File: config.mk
export PLATFORM = sky130hd
export DESIGN_NAME = div_ctrl
export DESIGN_NICKNAME = d
export VERILOG_FILES = /design/src/rtl/div_ctrl_pkg.sv /design/src/rtl/div_ctrl_step.sv /design/src/rtl/div_ctrl.sv
export SDC_FILE = /design/constraint.sdc
export NUM_CORES = 1
export LEC_CHECK = 0
export ABC_CLOCK_PERIOD_IN_PS = 3400
export BUFFER_PORTS_ARGS = -buffer_cell sky130_fd_sc_hd__buf_2
export CAP_MARGIN = 20
export CORE_MARGIN = 5
export CORE_UTILIZATION = 50
export CTS_BUF_LIST = sky130_fd_sc_hd__clkbuf_4
export DETAILED_ROUTE_END_ITERATION = 10
export GPL_TIMING_DRIVEN = 0
export PLACE_DENSITY = 0.7
export SYNTH_ARGS = -nofsm -noshare
export SYNTH_HDL_FRONTEND = slang
export SYNTH_SLANG_ARGS = --single-unit
File: constraint.sdc
create_clock -name clk -period 3.4 [get_ports clk]
set_input_delay 0.68 -clock clk [delete_from_list [all_inputs] [get_ports clk]]
set_output_delay 0.68 -clock clk [all_outputs]
set_load 0.1 [all_outputs]
File: src/rtl/div_ctrl_pkg.sv
// Shared definitions for the divide sequencer: FSM state encodings,
// handshake levels and the default iteration counter width.
// No ports; imported by div_ctrl and div_ctrl_step.
package div_ctrl_pkg;

  typedef enum logic [1:0] {
    DivFree   = 2'b00,
    DivByZero = 2'b01,
    DivOn     = 2'b10,
    DivEnd    = 2'b11
  } div_state_t;

  localparam logic DivStart          = 1'b1;
  localparam logic DivStop           = 1'b0;
  localparam logic DivResultReady    = 1'b1;
  localparam logic DivResultNotReady = 1'b0;

  // Default iteration counter width; 2**DivCntBus must exceed the operand width.
  localparam int DivCntBus = 6;

endpackage

File: src/rtl/div_ctrl_step.sv
// One radix-2 restoring divide iteration (div_step): trial-subtract the divisor
// from the upper part of the working register, then shift in one quotient bit.
// Ports: work (2*WIDTH+1 working register), divisor (magnitude), work_nxt.
module div_ctrl_step #(
  parameter int WIDTH = 32
) (
  input  logic [2*WIDTH:0] work,
  input  logic [WIDTH-1:0] divisor,
  output logic [2*WIDTH:0] work_nxt
);

  logic             borrow;
  logic [WIDTH-1:0] diff;

  // The partial remainder is always below 2*divisor, so when the trial is
  // non-negative the true difference fits in WIDTH bits.
  assign borrow = (work[2*WIDTH:WIDTH] < {1'b0, divisor});
  assign diff   = work[2*WIDTH-1:WIDTH] - divisor;

  always_comb begin
    if (borrow) begin
      work_nxt = {work[2*WIDTH-1:0], 1'b0};
    end else begin
      work_nxt = {diff, work[WIDTH-1:0], 1'b1};
    end
  end

endmodule

File: src/rtl/div_ctrl.sv
// Multi-cycle DIV/DIVU sequencer: restoring divide, one quotient bit per cycle,
// sign fix-up at the end, result presented as {remainder, quotient}.
// Ports: clk, rst (async active-low), signed_div_i, opdata1_i (dividend),
//   opdata2_i (divisor), start_i, annul_i, result_o, ready_o, stallreq_o.
// Optional: define DIV_EARLY_EXIT_EN to finish at once when |dividend| < |divisor|.
module div_ctrl
  import div_ctrl_pkg::*;
#(
  parameter int WIDTH = 32,
  parameter int CNT_W = DivCntBus
) (
  input  logic               clk,
  input  logic               rst,
  input  logic               signed_div_i,
  input  logic [WIDTH-1:0]   opdata1_i,
  input  logic [WIDTH-1:0]   opdata2_i,
  input  logic               start_i,
  input  logic               annul_i,
  output logic [2*WIDTH-1:0] result_o,
  output logic               ready_o,
  output logic               stallreq_o
);

  div_state_t         state, state_nxt;
  logic [CNT_W-1:0]   cnt, cnt_nxt;
  logic [2*WIDTH:0]   work, work_nxt, step_out;
  logic [WIDTH-1:0]   dvs_mag, dvs_mag_nxt;
  logic               sgn, sgn_nxt, neg1, neg1_nxt, neg2, neg2_nxt;
  logic [2*WIDTH-1:0] result, result_nxt;
  logic               ready, ready_nxt;

  logic [WIDTH-1:0]   op1_mag, op2_mag, quo, rem, quo_fix, rem_fix;

  // Magnitudes only differ from the raw operands for negative signed inputs.
  assign op1_mag = (signed_div_i && opdata1_i[WIDTH-1]) ? -opdata1_i : opdata1_i;
  assign op2_mag = (signed_div_i && opdata2_i[WIDTH-1]) ? -opdata2_i : opdata2_i;

  assign quo     = work[WIDTH-1:0];
  assign rem     = work[2*WIDTH:WIDTH+1];
  assign quo_fix = (sgn && (neg1 ^ neg2)) ? -quo : quo;
  assign rem_fix = (sgn && neg1) ? -rem : rem;

  div_ctrl_step #(.WIDTH(WIDTH)) u_step (
    .work     (work),
    .divisor  (dvs_mag),
    .work_nxt (step_out)
  );

  always_comb begin
    state_nxt   = state;
    cnt_nxt     = cnt;
    work_nxt    = work;
    dvs_mag_nxt = dvs_mag;
    sgn_nxt     = sgn;
    neg1_nxt    = neg1;
    neg2_nxt    = neg2;
    result_nxt  = result;
    ready_nxt   = ready;

    case (state)
      DivFree: begin
        if (start_i == DivStart && !annul_i) begin
          if (opdata2_i == '0) begin
            state_nxt = DivByZero;
`ifdef DIV_EARLY_EXIT_EN
          end else if (op1_mag < op2_mag) begin
            // Quotient is 0 and remainder is the dividend untouched; ready
            // follows one edge later from DivEnd, matching the by-zero path.
            state_nxt  = DivEnd;
            result_nxt = {opdata1_i, {WIDTH{1'b0}}};
`endif
          end else begin
            state_nxt   = DivOn;
            dvs_mag_nxt = op2_mag;
            sgn_nxt     = signed_div_i;
            neg1_nxt    = opdata1_i[WIDTH-1];
            neg2_nxt    = opdata2_i[WIDTH-1];
            work_nxt    = {{WIDTH{1'b0}}, op1_mag, 1'b0};
            cnt_nxt     = '0;
          end
        end
      end

      DivByZero: begin
        if (annul_i) begin
          state_nxt  = DivFree;
          result_nxt = '0;
          ready_nxt  = DivResultNotReady;
        end else begin
          state_nxt  = DivEnd;
          result_nxt = '0;
          ready_nxt  = DivResultReady;
        end
      end

      DivOn: begin
        if (annul_i) begin
          state_nxt  = DivFree;
          result_nxt = '0;
          ready_nxt  = DivResultNotReady;
        end else if (cnt == CNT_W'(WIDTH)) begin
          state_nxt  = DivEnd;
          result_nxt = {rem_fix, quo_fix};
          ready_nxt  = DivResultReady;
        end else begin
          work_nxt = step_out;
          cnt_nxt  = cnt + CNT_W'(1);
        end
      end

      DivEnd: begin
        if (annul_i || start_i == DivStop) begin
          state_nxt  = DivFree;
          result_nxt = '0;
          ready_nxt  = DivResultNotReady;
        end else begin
          ready_nxt = DivResultReady;
        end
      end

      default: begin
        state_nxt  = DivFree;
        result_nxt = '0;
        ready_nxt  = DivResultNotReady;
      end
    endcase
  end

  always_ff @(posedge clk or negedge rst) begin
    if (!rst) begin
      state   <= DivFree;
      cnt     <= '0;
      work    <= '0;
      dvs_mag <= '0;
      sgn     <= 1'b0;
      neg1    <= 1'b0;
      neg2    <= 1'b0;
      result  <= '0;
      ready   <= DivResultNotReady;
    end else begin
      state   <= state_nxt;
      cnt     <= cnt_nxt;
      work    <= work_nxt;
      dvs_mag <= dvs_mag_nxt;
      sgn     <= sgn_nxt;
      neg1    <= neg1_nxt;
      neg2    <= neg2_nxt;
      result  <= result_nxt;
      ready   <= ready_nxt;
    end
  end

  assign result_o   = result;
  assign ready_o    = ready;
  assign stallreq_o = (state == DivByZero) || (state == DivOn);

endmodule

==> flow_summary.toml <==
[clocking]
clockBufferDepth = 2
cts_buffers = 17
root_buffer = "clkbuf_4"
insertion_delay_ns = 0.59
numClockSinks = 173
cts_tree = "done"
htreeDepth = 4
clk_pin_slew_ns = 0.16

[floorplan]
start_util_pct = 51.1
die_x_um = 162
io_pins = 135
die_h_um = 162
core_area_mm2 = 0.0227
std_cell_rows = 55
dieArea_mm2 = 0.0263

[timing]
fin_crit_ns = 3.18
setup_viol = 0
final_hold_viol_count = 0
fin_worst_skew_ns = 0.0384
rsz0062_at_grt = "false"
setup_ws_ns = 0.220
max_freq_ghz = 0.314
slew_violations = 0
worst_pin_slew_ns = 0.854
period_share_pct = 93.5
slew_headroom_pct = 41.6

[synth]
synth_area_mm2 = 0.0116
syn_area_per_cell_um2 = 8.44
synth_async_sr_flop_share_pct = 100
synth_cell_type_count = 74
yosys_most_used_dff = "dfrtp_1"
ys_seq_area_share_pct = 37.3
postSynthNetCount = 1486
ys_ff_latch = 173
yosysWarnings = 0
synth_edf_count = 0
synth_cells = 1374

[worst_setup_path]
crit_path_max_fanout = 10
crit_type = "reg -> reg"
critPathArrivalTime_ns = 3.65
r2r_start = "work[51]"
start_kind = "register"
cp_num_buf_inv = 3
startpoint = "work[51]"
critical_path.cell_chain = "ha_1 -> clkbuf_1 -> a31oi_1 -> nand2_1 -> a41o_1 -> a221oi_1 -> o31a_1 -> buf_2 -> buf_2 -> a32oi_1 -> o31ai_1"
crit_path_frequent_cell = "buf_2"
slowest_stage = "dfrtp_1"
worstSetupEndpointType = "register"
cpLargestDelayFamily = "compound AO/OA/AOI/OAI gates"
crit_required_ns = 3.87
critical-path-max-stage-delay_ns = 0.58

[global_routing]
grt_start_max_net_pins = 112
grt_overflow = 0
first_global_vias = 10100
grt_antenna_before_repair = 1
grt_pass1_wl_um = 52700
grt_util_all_layers_pct = 24.6

[placement]
place.gp.congestion = 0.950
pre_cts_slack_ns = -0.101
place_area_mm2 = 0.0127
dp.cells = 1794
numPortBuffers = 134
dpl.hpwl_um = 25300

[drt]
drtIter0Drc = 855
vias_per_cell = 5.77
ant_nets = 0
dr_total_vias = 10500
drc = 0
wl_per_cell_um = 17.7
firstDrtPassIters = 5
finalWirelength_um = 32300

[outcome]
run_status = "finished, final reports clean"

[final_layout]
fin_cells = 1829
seq_area_mm2 = 0.00433
area_delta_synth_final_pct = 12.2
nFillCells = 2185
final_net_count = 1642
drive_gt1_share_pct = 14.5
multi_input_area_mm2 = 0.00673
final_core_util_pct = 57.3
design_area_mm2 = 0.0130

[min_path]
hp-start = "annul_i"
hp-class = "in -> reg"

[job]
maxCapViolations = 0
==> synth_stat cells, drive strengths merged (8+ instances only) <==
library cell	number	area (um^2)
nand4	9	56.3
a31oi	16	100
and2	9	57.6
inv	63	236
dfrtp	173	4330
mux2i	36	360
a21oi	104	521
o21ai	156	785
or3	12	80.1
or4	11	90.1
a21o	11	82.6
o31ai	49	395
ha	42	526
nand2b	8	50.1
nand2	197	742
nor3	25	130
nor4	22	201
nand3	25	130
xnor2	69	604
clkbuf	44	165
nor2	102	385
o211ai	8	60.1
xor2	74	648
buf	25	159
==> stage by stage <==
stage	hold slack, ns	TNS [ns]
floorplan	0.384	0
global placement	0.457	-186.41
detailed placement	0.465	-0.903
CTS	0.00135	0
global route	0.352	0
finish	0.362	0
==> per-layer routing <==
| metal | up-vias | part of all wire (%) | global-route usage (%) |
|---|---|---|---|
| li1 | 5178 | - | - |
| met1 | 4993 | 49 | 37.3 |
| met2 | 345 | 44 | 37.1 |
| met3 | 33 | 6.6 | 3.70 |
| met4 | 0 | 1.2 | 5.50 |
| met5 | - | 0 | 0 |
==> registers in the layout, indices dropped and copies added, names as in the netlist <==
register and flops:
state 2, neg1 1, ready_o 1, neg2 1
dvs_mag 32, result_o 64, work 65, sgn 1
cnt 6
==> path summary, 6_finish.rpt <==
check	end	slack [ns]	depth (start not counted)
worst max-delay path	work[60]	0.22	11
worst max register to register	work[60]	0.22	11
max in group asynchronous	cnt[0]	1.87	3
worst min register to register	result_o[14]	0.49	2
min in group asynchronous	result_o[44]	0.62	2
worst min-delay path	ready_o	0.36	2
==> cells by family after synthesis <==
logic type / synth area share (%)
muxes: 3.50
xor gates and xnor gates: 10.8
and+or+nand+nor: 17.5
adders and majority gates: 4.70
AOI/OAI and AO/OA: 21.3
buffers and inverters: 4.87
DFF: 37.3
==> layout make-up <==
| type | count | share of cell area [%] |
|---|---|---|
| clock inverters | 13 | 1.21 |
| multi-input cells | 1068 | 51.7 |
| inverters | 64 | 1.85 |
| plain buffers | 68 | 2.46 |
| diodes | 1 | 0.0192 |
| repair buffers | 138 | 5.64 |
| clock buffers | 19 | 1.10 |
| well taps | 285 | 2.74 |
| flip-flops and latches | 173 | 33.3 |
==> worst reg2reg max path, cell delays in order (launching register included) <==
cell      delay, ns
dfrtp_1        0.58
ha_1           0.30
clkbuf_1       0.22
a31oi_1        0.25
nand2_1        0.08
a41o_1         0.28
a221oi_1       0.49
o31a_1         0.22
buf_2          0.18
buf_2          0.25
a32oi_1        0.13
o31ai_1        0.09
==> cells in the final DEF (no fill, tap or decap), types with 4 or more instances in the layout <==
master / synthesis / final
nor2_1: 101 / 101
a211oi_1: 5 / 4
nand3_1: 24 / 24
and3_1: 6 / 6
and2_1: 7 / 7
o211ai_1: 8 / 8
clkinv_4: 0 / 4
inv_1: 63 / 63
a31oi_1: 16 / 15
ha_1: 42 / 42
o21ai_0: 155 / 155
o31ai_1: 47 / 47
clkbuf_4: 0 / 19
a22oi_1: 4 / 4
a21oi_1: 104 / 103
mux2i_1: 36 / 36
xor2_1: 74 / 74
or3_1: 11 / 11
dfrtp_1: 173 / 173
a21boi_0: 5 / 5
nor4_1: 16 / 16
nand2_1: 196 / 196
o22ai_1: 4 / 4
a21o_1: 11 / 11
o41ai_1: 6 / 6
nand4_1: 9 / 9
mux2_2: 4 / 4
buf_4: 10 / 12
nor3_1: 24 / 24
or4_1: 9 / 9
o311ai_0: 6 / 6
buf_2: 10 / 143
clkbuf_1: 44 / 43
xnor2_1: 69 / 69
nand2b_1: 8 / 8
==> repair_timing <==
item | in CTS | in global routing
hold endpoints to repair | 0 | 1
gates cloned | 0 | 0
pin swaps | 0 | 1
hold buffers | 0 | 1
buffers inserted | 0 | 2
resized for setup | 0 | 5
setup endpoints to repair | 1 | 91
Power is left out: the tool's default activity adds up to more than one toggle a clock period on the data nets, which glitch-free logic cannot reach.
